`config.mk`:
```
export PLATFORM = sky130hd
export DESIGN_NAME = muldiv_sequencer
export DESIGN_NICKNAME = d
export VERILOG_FILES = /design/src/rtl/muldiv_pkg.sv /design/src/rtl/muldiv_iter_dp.sv /design/src/rtl/muldiv_sequencer.sv
export SDC_FILE = /design/constraint.sdc
export NUM_CORES = 2
export LEC_CHECK = 0
export CAP_MARGIN = 5
export CORE_MARGIN = 2
export CORE_UTILIZATION = 30
export DETAILED_ROUTE_END_ITERATION = 8
export PLACE_DENSITY = 0.43
export SLEW_MARGIN = 20
export SYNTH_ARGS = -nofsm -noshare
export SYNTH_HDL_FRONTEND = slang
export SYNTH_HIERARCHICAL = 1
export SYNTH_SLANG_ARGS = --single-unit
```
`constraint.sdc`:
```
create_clock -name clk -period 4.55 [get_ports clk]
set_clock_uncertainty 0.05 [all_clocks]
set_input_delay 0.91 -clock clk [delete_from_list [all_inputs] [get_ports clk]]
set_output_delay 0.91 -clock clk [all_outputs]
set_load 0.02 [all_outputs]
```
`src/rtl/muldiv_pkg.sv`:
```
// Shared types for the multi-cycle RV64M multiply/divide unit: op and state encodings,
// iteration counts, and the latched request record.
package muldiv_pkg;

  localparam int MD_XLEN    = 64;
  localparam int MD_TAG_W   = 5;
  localparam int XLEN_ITERS = 64;
  localparam int W_ITERS    = 32;

  typedef enum logic [2:0] {
    OP_MUL    = 3'b000,
    OP_MULH   = 3'b001,
    OP_MULHSU = 3'b010,
    OP_MULHU  = 3'b011,
    OP_DIV    = 3'b100,
    OP_DIVU   = 3'b101,
    OP_REM    = 3'b110,
    OP_REMU   = 3'b111
  } muldiv_op_e;

  typedef enum logic [2:0] {
    S_IDLE,
    S_PREP,
    S_CALC,
    S_FIX,
    S_DONE
  } muldiv_state_e;

  typedef struct packed {
    muldiv_op_e            funct3;
    logic                  width_32;
    logic [MD_XLEN-1:0]    a;
    logic [MD_XLEN-1:0]    b;
    logic [MD_TAG_W-1:0]   tag;
  } muldiv_req_t;

  function automatic logic [MD_XLEN-1:0] sext32(input logic [31:0] v);
    return {{(MD_XLEN-32){v[31]}}, v};
  endfunction

endpackage

```
`src/rtl/muldiv_iter_dp.sv`:
```
// One-bit-per-cycle datapath: right-shifting shift-add multiply or restoring divide on a
// shared 2*XLEN+1 register. Result is ready the cycle after the last step; no backpressure.
module muldiv_iter_dp
  import muldiv_pkg::*;
#(
  parameter int XLEN = MD_XLEN
) (
  input  logic              clk,
  input  logic              rst_n,
  input  logic              i_load,
  input  logic              i_step,
  input  logic              i_is_div,
  input  logic [XLEN-1:0]   i_init,
  input  logic [XLEN-1:0]   i_addend,
  output logic [2*XLEN-1:0] o_acc
);

  // Multiply: {carry+high, multiplier}; divide: {remainder, dividend/quotient}.
  logic [2*XLEN:0] r_acc;
  logic [XLEN:0]   w_sum;
  logic [XLEN:0]   w_shl;
  logic [XLEN+1:0] w_diff;
  logic [2*XLEN:0] w_mul_nxt;
  logic [2*XLEN:0] w_div_nxt;

  always_comb begin
    w_sum     = r_acc[2*XLEN:XLEN] + {1'b0, i_addend};
    w_mul_nxt = {1'b0, (r_acc[0] ? w_sum : r_acc[2*XLEN:XLEN]), r_acc[XLEN-1:1]};
    w_shl     = {r_acc[2*XLEN-1:XLEN], r_acc[XLEN-1]};
    w_diff    = {1'b0, w_shl} - {2'b00, i_addend};
    // Borrow out means the trial subtraction failed: keep the shifted remainder.
    w_div_nxt = {(w_diff[XLEN+1] ? w_shl : w_diff[XLEN:0]), r_acc[XLEN-2:0], ~w_diff[XLEN+1]};
  end

  always_ff @(posedge clk) begin
    if (!rst_n) begin
      r_acc <= '0;
    end else if (i_load) begin
      r_acc <= {{(XLEN+1){1'b0}}, i_init};
    end else if (i_step) begin
      r_acc <= i_is_div ? w_div_nxt : w_mul_nxt;
    end
  end

  assign o_acc = r_acc[2*XLEN-1:0];

endmodule

```
`src/rtl/muldiv_sequencer.sv`:
```
// RV64M multi-cycle mul/div: result valid K+3 cycles after accept (2 for div-by-zero/overflow).
// Accepts only in IDLE; result held in DONE until out_ready, flush aborts to IDLE.
module muldiv_sequencer
  import muldiv_pkg::*;
#(
  parameter int XLEN  = 64,
  parameter int TAG_W = 5
) (
  input  logic             clk,
  input  logic             rst_n,
  input  logic             flush,
  input  logic             in_valid,
  output logic             in_ready,
  input  logic [2:0]       in_funct3,
  input  logic             in_width_32,
  input  logic [XLEN-1:0]  in_a,
  input  logic [XLEN-1:0]  in_b,
  input  logic [TAG_W-1:0] in_tag,
  output logic             out_valid,
  input  logic             out_ready,
  output logic [XLEN-1:0]  out_result,
  output logic [TAG_W-1:0] out_tag,
  output logic             busy
);

  localparam int CNT_W = $clog2(XLEN_ITERS);

  muldiv_state_e    r_state;
  muldiv_req_t      r_req;
  muldiv_op_e       r_op;
  logic             r_is_div, r_is_w, r_is_rem, r_neg;
  logic [CNT_W-1:0] r_cnt, r_last;
  logic [XLEN-1:0]  r_addend;
  logic             r_out_valid;
  logic [XLEN-1:0]  r_out_result;
  logic [TAG_W-1:0] r_out_tag;

  muldiv_op_e        w_op;
  logic              w_is_div, w_is_w, w_sgn_div, w_sgn_a, w_sgn_b;
  logic              w_neg_a, w_neg_b, w_div0, w_ovf;
  logic [XLEN-1:0]   w_ext_a, w_ext_b, w_mag_a, w_mag_b, w_init, w_fast_val, w_fast;
  logic [2*XLEN-1:0] w_acc, w_prod;
  logic [XLEN-1:0]   w_dv, w_dv_s, w_raw, w_fix;

  // PREP: operand conditioning from the latched request.
  always_comb begin
    w_op      = r_req.funct3;
    w_is_div  = w_op[2];
    w_is_w    = r_req.width_32 && (w_op == OP_MUL || w_is_div);
    w_sgn_div = w_is_div && !w_op[0];
    w_sgn_a   = w_sgn_div || w_op == OP_MULH || w_op == OP_MULHSU;
    w_sgn_b   = w_sgn_div || w_op == OP_MULH;
    w_ext_a   = !w_is_w ? r_req.a : (w_sgn_div ? sext32(r_req.a[31:0]) : {32'b0, r_req.a[31:0]});
    w_ext_b   = !w_is_w ? r_req.b : (w_sgn_div ? sext32(r_req.b[31:0]) : {32'b0, r_req.b[31:0]});
    w_neg_a   = w_sgn_a && w_ext_a[XLEN-1];
    w_neg_b   = w_sgn_b && w_ext_b[XLEN-1];
    w_mag_a   = w_neg_a ? -w_ext_a : w_ext_a;
    w_mag_b   = w_neg_b ? -w_ext_b : w_ext_b;
    w_div0    = w_is_div && (w_ext_b == '0);
    w_ovf     = w_sgn_div && (&w_ext_b) &&
                (w_ext_a == (w_is_w ? 64'hFFFF_FFFF_8000_0000 : 64'h8000_0000_0000_0000));
    w_fast_val = w_div0 ? (w_op[1] ? w_ext_a : '1) : (w_op[1] ? '0 : w_ext_a);
    w_fast     = w_is_w ? sext32(w_fast_val[31:0]) : w_fast_val;
    // W-form dividends sit in the top half so 32 steps consume exactly their bits.
    w_init     = w_is_div ? (w_is_w ? {w_mag_a[31:0], 32'b0} : w_mag_a) : w_mag_b;
  end

  // FIX: sign correction and result select from the iterated register.
  always_comb begin
    w_prod = r_neg ? -w_acc : w_acc;
    w_dv   = r_is_rem ? w_acc[2*XLEN-1:XLEN] : w_acc[XLEN-1:0];
    w_dv_s = r_neg ? -w_dv : w_dv;
    if (r_is_div)           w_raw = w_dv_s;
    else if (r_op != OP_MUL) w_raw = w_prod[2*XLEN-1:XLEN];
    else if (r_is_w)        w_raw = {32'b0, w_acc[63:32]};
    else                    w_raw = w_acc[XLEN-1:0];
    w_fix = r_is_w ? sext32(w_raw[31:0]) : w_raw;
  end

  muldiv_iter_dp #(.XLEN(XLEN)) u_dp (
    .clk      (clk),
    .rst_n    (rst_n),
    .i_load   (r_state == S_PREP),
    .i_step   (r_state == S_CALC),
    .i_is_div (r_is_div),
    .i_init   (w_init),
    .i_addend (r_addend),
    .o_acc    (w_acc)
  );

  always_ff @(posedge clk) begin
    if (!rst_n) begin
      r_state      <= S_IDLE;
      r_req        <= '0;
      r_op         <= OP_MUL;
      r_is_div     <= 1'b0;
      r_is_w       <= 1'b0;
      r_is_rem     <= 1'b0;
      r_neg        <= 1'b0;
      r_cnt        <= '0;
      r_last       <= '0;
      r_addend     <= '0;
      r_out_valid  <= 1'b0;
      r_out_result <= '0;
      r_out_tag    <= '0;
    end else if (flush) begin
      r_state     <= S_IDLE;
      r_out_valid <= 1'b0;
    end else begin
      case (r_state)
        S_IDLE: if (in_valid) begin
          r_req   <= '{funct3: muldiv_op_e'(in_funct3), width_32: in_width_32,
                       a: in_a, b: in_b, tag: in_tag};
          r_state <= S_PREP;
        end
        S_PREP: begin
          r_op     <= w_op;
          r_is_div <= w_is_div;
          r_is_w   <= w_is_w;
          r_is_rem <= w_op[1];
          r_neg    <= (w_is_div && w_op[1]) ? w_neg_a : (w_neg_a ^ w_neg_b);
          r_addend <= w_is_div ? w_mag_b : w_mag_a;
          r_last   <= w_is_w ? CNT_W'(W_ITERS - 1) : CNT_W'(XLEN_ITERS - 1);
          r_cnt    <= '0;
          if (w_div0 || w_ovf) begin
            r_out_result <= w_fast;
            r_out_tag    <= r_req.tag;
            r_out_valid  <= 1'b1;
            r_state      <= S_DONE;
          end else begin
            r_state <= S_CALC;
          end
        end
        S_CALC: begin
          r_cnt <= r_cnt + 1'b1;
          if (r_cnt == r_last) r_state <= S_FIX;
        end
        S_FIX: begin
          r_out_result <= w_fix;
          r_out_tag    <= r_req.tag;
          r_out_valid  <= 1'b1;
          r_state      <= S_DONE;
        end
        S_DONE: if (out_ready) begin
          r_out_valid <= 1'b0;
          r_state     <= S_IDLE;
        end
        default: r_state <= S_IDLE;
      endcase
    end
  end

  assign in_ready   = (r_state == S_IDLE);
  assign busy       = (r_state != S_IDLE);
  assign out_valid  = r_out_valid;
  assign out_result = r_out_result;
  assign out_tag    = r_out_tag;

endmodule

```
Word level (Yosys, flattened, before mapping)

Index checks and enable logic that the tools add are counted.

Bits of input ports: 142
Register bits: 422

Reduce and logical (&&, ||, !) cells: 30
Equality and inequality tests: 12
Bitwise logic cells: 4
Multiplexer cells: 41
Add/sub/neg operators: 7

Operators with widths:

| kind                | number |
|---|---|
| $mux 64             | 22 |
| $neg 64->64         | 3 |
| $mux 65             | 2 |
| $mux 129            | 1 |
| $mux 128            | 1 |
| $neg 128->128       | 1 |
| $pmux 64 s2         | 1 |
| $sub 65x64->66      | 1 |
| $add 65x64->65      | 1 |
| $eq 64x64->1        | 1 |
| $logic_not 64->1    | 1 |
| $reduce_and 64->1   | 1 |
| $mux 63             | 1 |
| $pmux 3 s5          | 1 |
| $mux 3              | 4 |
| $pmux 6 s2          | 1 |
| $reduce_and 3->1    | 4 |
| $pmux 5 s2          | 1 |
| $eq 3x2->1 const B  | 3 |
| $reduce_bool 3->1   | 3 |
| $logic_and 1x1->1   | 8 |
| $ne 2x2->1 const B  | 4 |
| $add 6x1->6 const B | 1 |
| $eq 3x1->1 const B  | 2 |
| 14 further kinds    | 25 |

Longest topological paths before layout

Depth in word-level cells: 10
Mapped depth: 18

Cells and area by module

The synthesis kept the hierarchy.

Modules (own cells, without submodules):

| module           | area each (um2) | cells an instance | instances |
|---|---|---|---|
| muldiv_sequencer | 22509.1         | 3276              | 1 |
| muldiv_iter_dp   | 16339.4         | 2287              | 1 |

Worst setup path before layout

No wires, ideal clock.

Path type: register to register
Start: register r_op[1]
End: register r_out_result[60], in the netlist out_result[60]
Cell stages (with the launch flop): 19
Data required time: 4383 ps
Arrival: 4837 ps
Path buffers: 7
Path slack: -454 ps
Cells stage by stage: dfxtp_1 clkbuf_1 clkbuf_1 buf_2 buf_1 buf_1 buf_2 buf_2 mux2i_1 ha_1 nor4b_1 a22oi_1 a2111oi_0 nand2_1 nor4b_1 mux2i_1 and2_1 o21ai_0 a32o_1

Word-level cells in the longest chain between the ends: 5

Ends and longest elaborated chain:

| what                   | RTL line                | source |
|---|---|---|
| start, declared        | muldiv_sequencer.sv:30  | `muldiv_op_e r_op;` |
| start signal, assigned | muldiv_sequencer.sv:117 | `r_op <= w_op;` |
| $reduce_bool 3->1      | muldiv_sequencer.sv:74  | `else if (r_op != OP_MUL) w_raw = w_prod[2*XLEN-1:XLEN];` |
| $mux 64                | muldiv_sequencer.sv:74  |  |
| $mux 64                | muldiv_sequencer.sv:73  | `if (r_is_div) w_raw = w_dv_s;` |
| $mux 64                | muldiv_sequencer.sv:77  | `w_fix = r_is_w ? sext32(w_raw[31:0]) : w_raw;` |
| $pmux 64 s2            | muldiv_sequencer.sv:110 | `case (r_state)` |
| end signal, assigned   | muldiv_sequencer.sv:126 | `r_out_result <= w_fast;` |
| end signal, assigned   | muldiv_sequencer.sv:139 | `r_out_result <= w_fix;` |
| end, declared          | muldiv_sequencer.sv:35  | `logic [XLEN-1:0] r_out_result;` |

No other way between the ends.
A chain may end at the register's enable or synchronous reset.

Final worst setup path

Start: register r_req[30] (netlist bit)
End: register u_dp.r_acc[63]

Word-level cells in the longest chain between the ends: 6

Ends and longest elaborated chain:

| what                   | RTL line                | source |
|---|---|---|
| start, declared        | muldiv_sequencer.sv:29  | `muldiv_req_t r_req;` |
| start signal, assigned | muldiv_sequencer.sv:112 | `r_req <= '{funct3: muldiv_op_e'(in_funct3), width_32: in_width_32,` |
| $mux 64                | muldiv_sequencer.sv:54  | `w_ext_b = !w_is_w ? r_req.b : (w_sgn_div ? sext32(r_req.b[31:0]) : {32'b0, r_req.b[31:0]});` |
| $mux 64 *              | muldiv_sequencer.sv:54  |  |
| $neg 64->64 *          | muldiv_sequencer.sv:58  | `w_mag_b = w_neg_b ? -w_ext_b : w_ext_b;` |
| $mux 64 *              | muldiv_sequencer.sv:58  |  |
| $mux 64 *              | muldiv_sequencer.sv:65  | `w_init = w_is_div ? (w_is_w ? {w_mag_a[31:0], 32'b0} : w_mag_a) : w_mag_b;` |
| named net w_init[63]   | muldiv_sequencer.sv:41  | `logic [XLEN-1:0] w_ext_a, w_ext_b, w_mag_a, w_mag_b, w_init, w_fast_val, w_fast;` |
| $mux 64 *              | muldiv_iter_dp.sv:38    | `end else if (i_load) begin` |
| end signal, assigned   | muldiv_iter_dp.sv:39    | `r_acc <= {{(XLEN+1){1'b0}}, i_init};` |
| end signal, assigned   | muldiv_iter_dp.sv:41    | `r_acc <= i_is_div ? w_div_nxt : w_mul_nxt;` |
| end, declared          | muldiv_iter_dp.sv:19    | `logic [2*XLEN:0] r_acc;` |

Mark *: on every way through the listed nets, which the timed path passes. The rest lies on a longest branch.

==> results_dict.tcl <==
set metrics [dict create \
    status "finished clean" \
    fin_util_pct 35.15 \
    crit_start "r_req[30]$_SDFFE_PN0P_" \
    dieArea_sq_mm 0.1324 \
    p_leak_nw 16.55 \
    yosysWarnings 6 \
    cts_tree "done" \
    worstPathArrival_ps 4830 \
    clock_sinks 416 \
    worstReg2RegStart "r_req[30]$_SDFFE_PN0P_" \
    num_rows 132 \
    core_area_sq_mm 0.1290 \
    cap_violations 0 \
    grt_max_degree 138 \
    wl_microns 210600 \
    vias 43600 \
    initial_core_util_pct 30.12 \
    required_ps 5060 \
    avgSynthCellArea_sq_um 6.983 \
    grt.overflow.total 0 \
    power_density_mw_per_mm2 269.7 \
    crit_fanout 7 \
    routed_via_density 5.884 \
    clkTransAtPathRegs_ps 60 \
    finalHoldViolations 0 \
    dr.pass1.iters 9 \
    synth_ff_type "dfxtp_1" \
    fin_tns_setup_ps 0 \
    cts_made_buffers 55 \
    worst_pin_slew_ps 1052 \
    grt_pass1_vias 40530 \
    period_minus_slack_ps 4325 \
    track_usage_pct 30.73 \
    relSlewSlack_pct 29.10 \
    yosys.cell_types.count 107 \
    slew_viol_final 0 \
    reg2reg_depth 13 \
    post-route-period-util_pct 95.06 \
    netlist_instances 5563 \
    port_buffers 213 \
    cts-htree-levels 2 \
    ys_top_cells_by_count "nand2_1 (758), a21oi_1 (659), nor2_1 (484), dfxtp_1 (416), o21ai_0 (371)" \
    die_w_microns 363.9 \
    critPathLaunchType "flip-flop" \
    synth_top_area_share_pct 21.44 \
    wl_per_cell_microns 28.42 \
    rsz0062_at_grt "false" \
    setup.worst_path.class "flip-flop to flip-flop" \
    final_nets 5899 \
    area_delta_synth_final_pct 16.71 \
    synth-edff-count 0 \
    clkLatencyLatePin_ps 730 \
    cts-root-buf "clkbuf_16" \
    drive_gt1_share_pct 10.04 \
    synth-async-reset-ratio_pct 0 \
    dr.first_iter.drc_count 4932 \
    regToRegSetupSlack_ps 220 \
    grt_pass1_wl_microns 299900 \
    crit_end "u_dp/r_acc[63]$_SDFFE_PN0P_" \
    gp_congestion 1.040 \
    setup_viol 0 \
    ys_seq_area_share_pct 21.44 \
    cp-end-kind "flip-flop" \
    yosysMostFrequentCell "nand2_1" \
    antenna_found_initial 5 \
    dp_hpwl_microns 166700 \
    design_area_sq_mm 0.04534 \
    fin_hold_ws_ps 405.3 \
    min_path_type "flip-flop to flip-flop" \
    yosys-top-cells-area "dfxtp_1 (21%), a21oi_1 (8.5%), nand2_1 (7.3%), mux2i_1 (5.3%), o21ai_0 (4.8%)" \
    clock_path_buffers 3 \
    placed_cell_area_sq_mm 0.04332 \
    r2r_end "u_dp/r_acc[63]$_SDFFE_PN0P_" \
    io_pins 214 \
    dieHeight_microns 363.9 \
    drcViolationCount 0 \
    max_freq_mhz 231.2 \
    synth.cell_area_sq_mm 0.03885 \
    ys_ff_latch 416 \
    yosysTopAreaCell "dfxtp_1" \
    antenna_left 0 \
    vdd_drop_max_mv 0.3252 \
    syn-num-nets 5840 \
]
flip-flops by register name, summed over array words and instances, names as in the netlist, 5 cells and up:
| register | cells |
|---|---|
| r_req | 134 |
| u_dp/r_acc | 129 |
| out_result | 64 |
| r_addend | 64 |
| r_cnt | 6 |
| out_tag | 5 |
where the power goes:
part / internal, W / leakage (nW) / switching, W
combinational: 0.00118 / 12.2 / 0.00218
clock: 0.00293 / 0.977 / 0.00200
sequential: 0.00374 / 3.37 / 0.000201
logic make-up (layout without fill, tap and decap cells):
kind of cell / count (synthesis) / after routing / synth area share (%)
AOI/OAI and AO/OA: 1812 / 1812 / 29.38
xor gates and xnor gates: 303 / 303 / 6.831
adders and majority gates: 135 / 135 / 4.387
buffers and inverters: 682 / 785 / 8.003
DFF: 416 / 416 / 21.44
muxes: 242 / 242 / 6.354
other: 0 / 2 / 0
and+or+nand+nor: 1973 / 1973 / 23.60
worst max-delay path, cell delays in order, from the launching register on:
cell	delay [ps]
dfxtp_1	370
or4_4	570
or4_4	460
nor4_1	500
buf_4	230
o211a_1	270
nand3_1	110
nor3_1	420
a211o_1	200
nand2_1	60
o211ai_1	360
nand2_1	100
o21ai_0	90
and2_1	380
final cells by class:
type	count	area, sq um
Tap cell	1742	2180
Inverter	137	519.2
Antenna cell	2	5.005
Multi-Input combinational cell	4465	27510
Clock inverter	30	494.2
Clock buffer	71	1516
Timing Repair Buffer	547	4775
Fill cell	13940	83650
Sequential cell	416	8347
metrics by stage:
step	std cells	setup slack (ps)	power [W]
6_report	7410	224.8	0.01223
5_1_grt	7408	43.42	0.01267
4_1_cts	7408	262.1	0.01223
3_5_place_dp	7307	259.0	0.007290
3_3_place_gp	7307	276.7	0.007308
2_1_floorplan	5563	45.93	0.005897
per-layer routing:
layer  global-route usage [%]  part of all wire, %
met2                    47.34                   43
met4                    15.60                  5.8
met5                        0                0.013
met1                    41.56                   44
met3                    4.491                  7.4
cells in the final DEF, fill, tap and decap left out, types with 122 or more instances in the layout:
| master | n |
|---|---|
| a21oi_1 | 659 |
| clkdlybuf4s50_1 | 212 |
| nor2_1 | 480 |
| nand2_1 | 757 |
| buf_4 | 324 |
| dfxtp_1 | 409 |
| xor2_1 | 145 |
| xnor2_1 | 158 |
| ha_1 | 133 |
| mux2i_1 | 205 |
| inv_1 | 135 |
| nor3_1 | 122 |
| o21ai_0 | 371 |
repair_timing:
action | CTS | global route
buffers inserted | 0 | 0
hold buffers | 0 | 0
endpoints found under the setup margin | 0 | 1
gates resized for setup | 0 | 1
worst min path at each step:
stage	start	to	slack, ps	cells past startpoint
2_1_floorplan	r_req[0]$_SDFFE_PN0P_	r_req[0]$_SDFFE_PN0P_	390	2
3_3_place_gp	r_req[3]$_SDFFE_PN0P_	r_req[3]$_SDFFE_PN0P_	400	2
3_5_place_dp	r_req[0]$_SDFFE_PN0P_	r_req[0]$_SDFFE_PN0P_	400	2
4_1_cts	out_valid$_SDFFE_PP0P_	out_valid$_SDFFE_PP0P_	410	2
5_1_grt	out_result[1]$_SDFFE_PN0P_	out_result[1]$_SDFFE_PN0P_	430	2
6_report	out_valid$_SDFFE_PP0P_	out_valid$_SDFFE_PP0P_	410	2
Note: power is estimated with default switching activity, not from simulation.
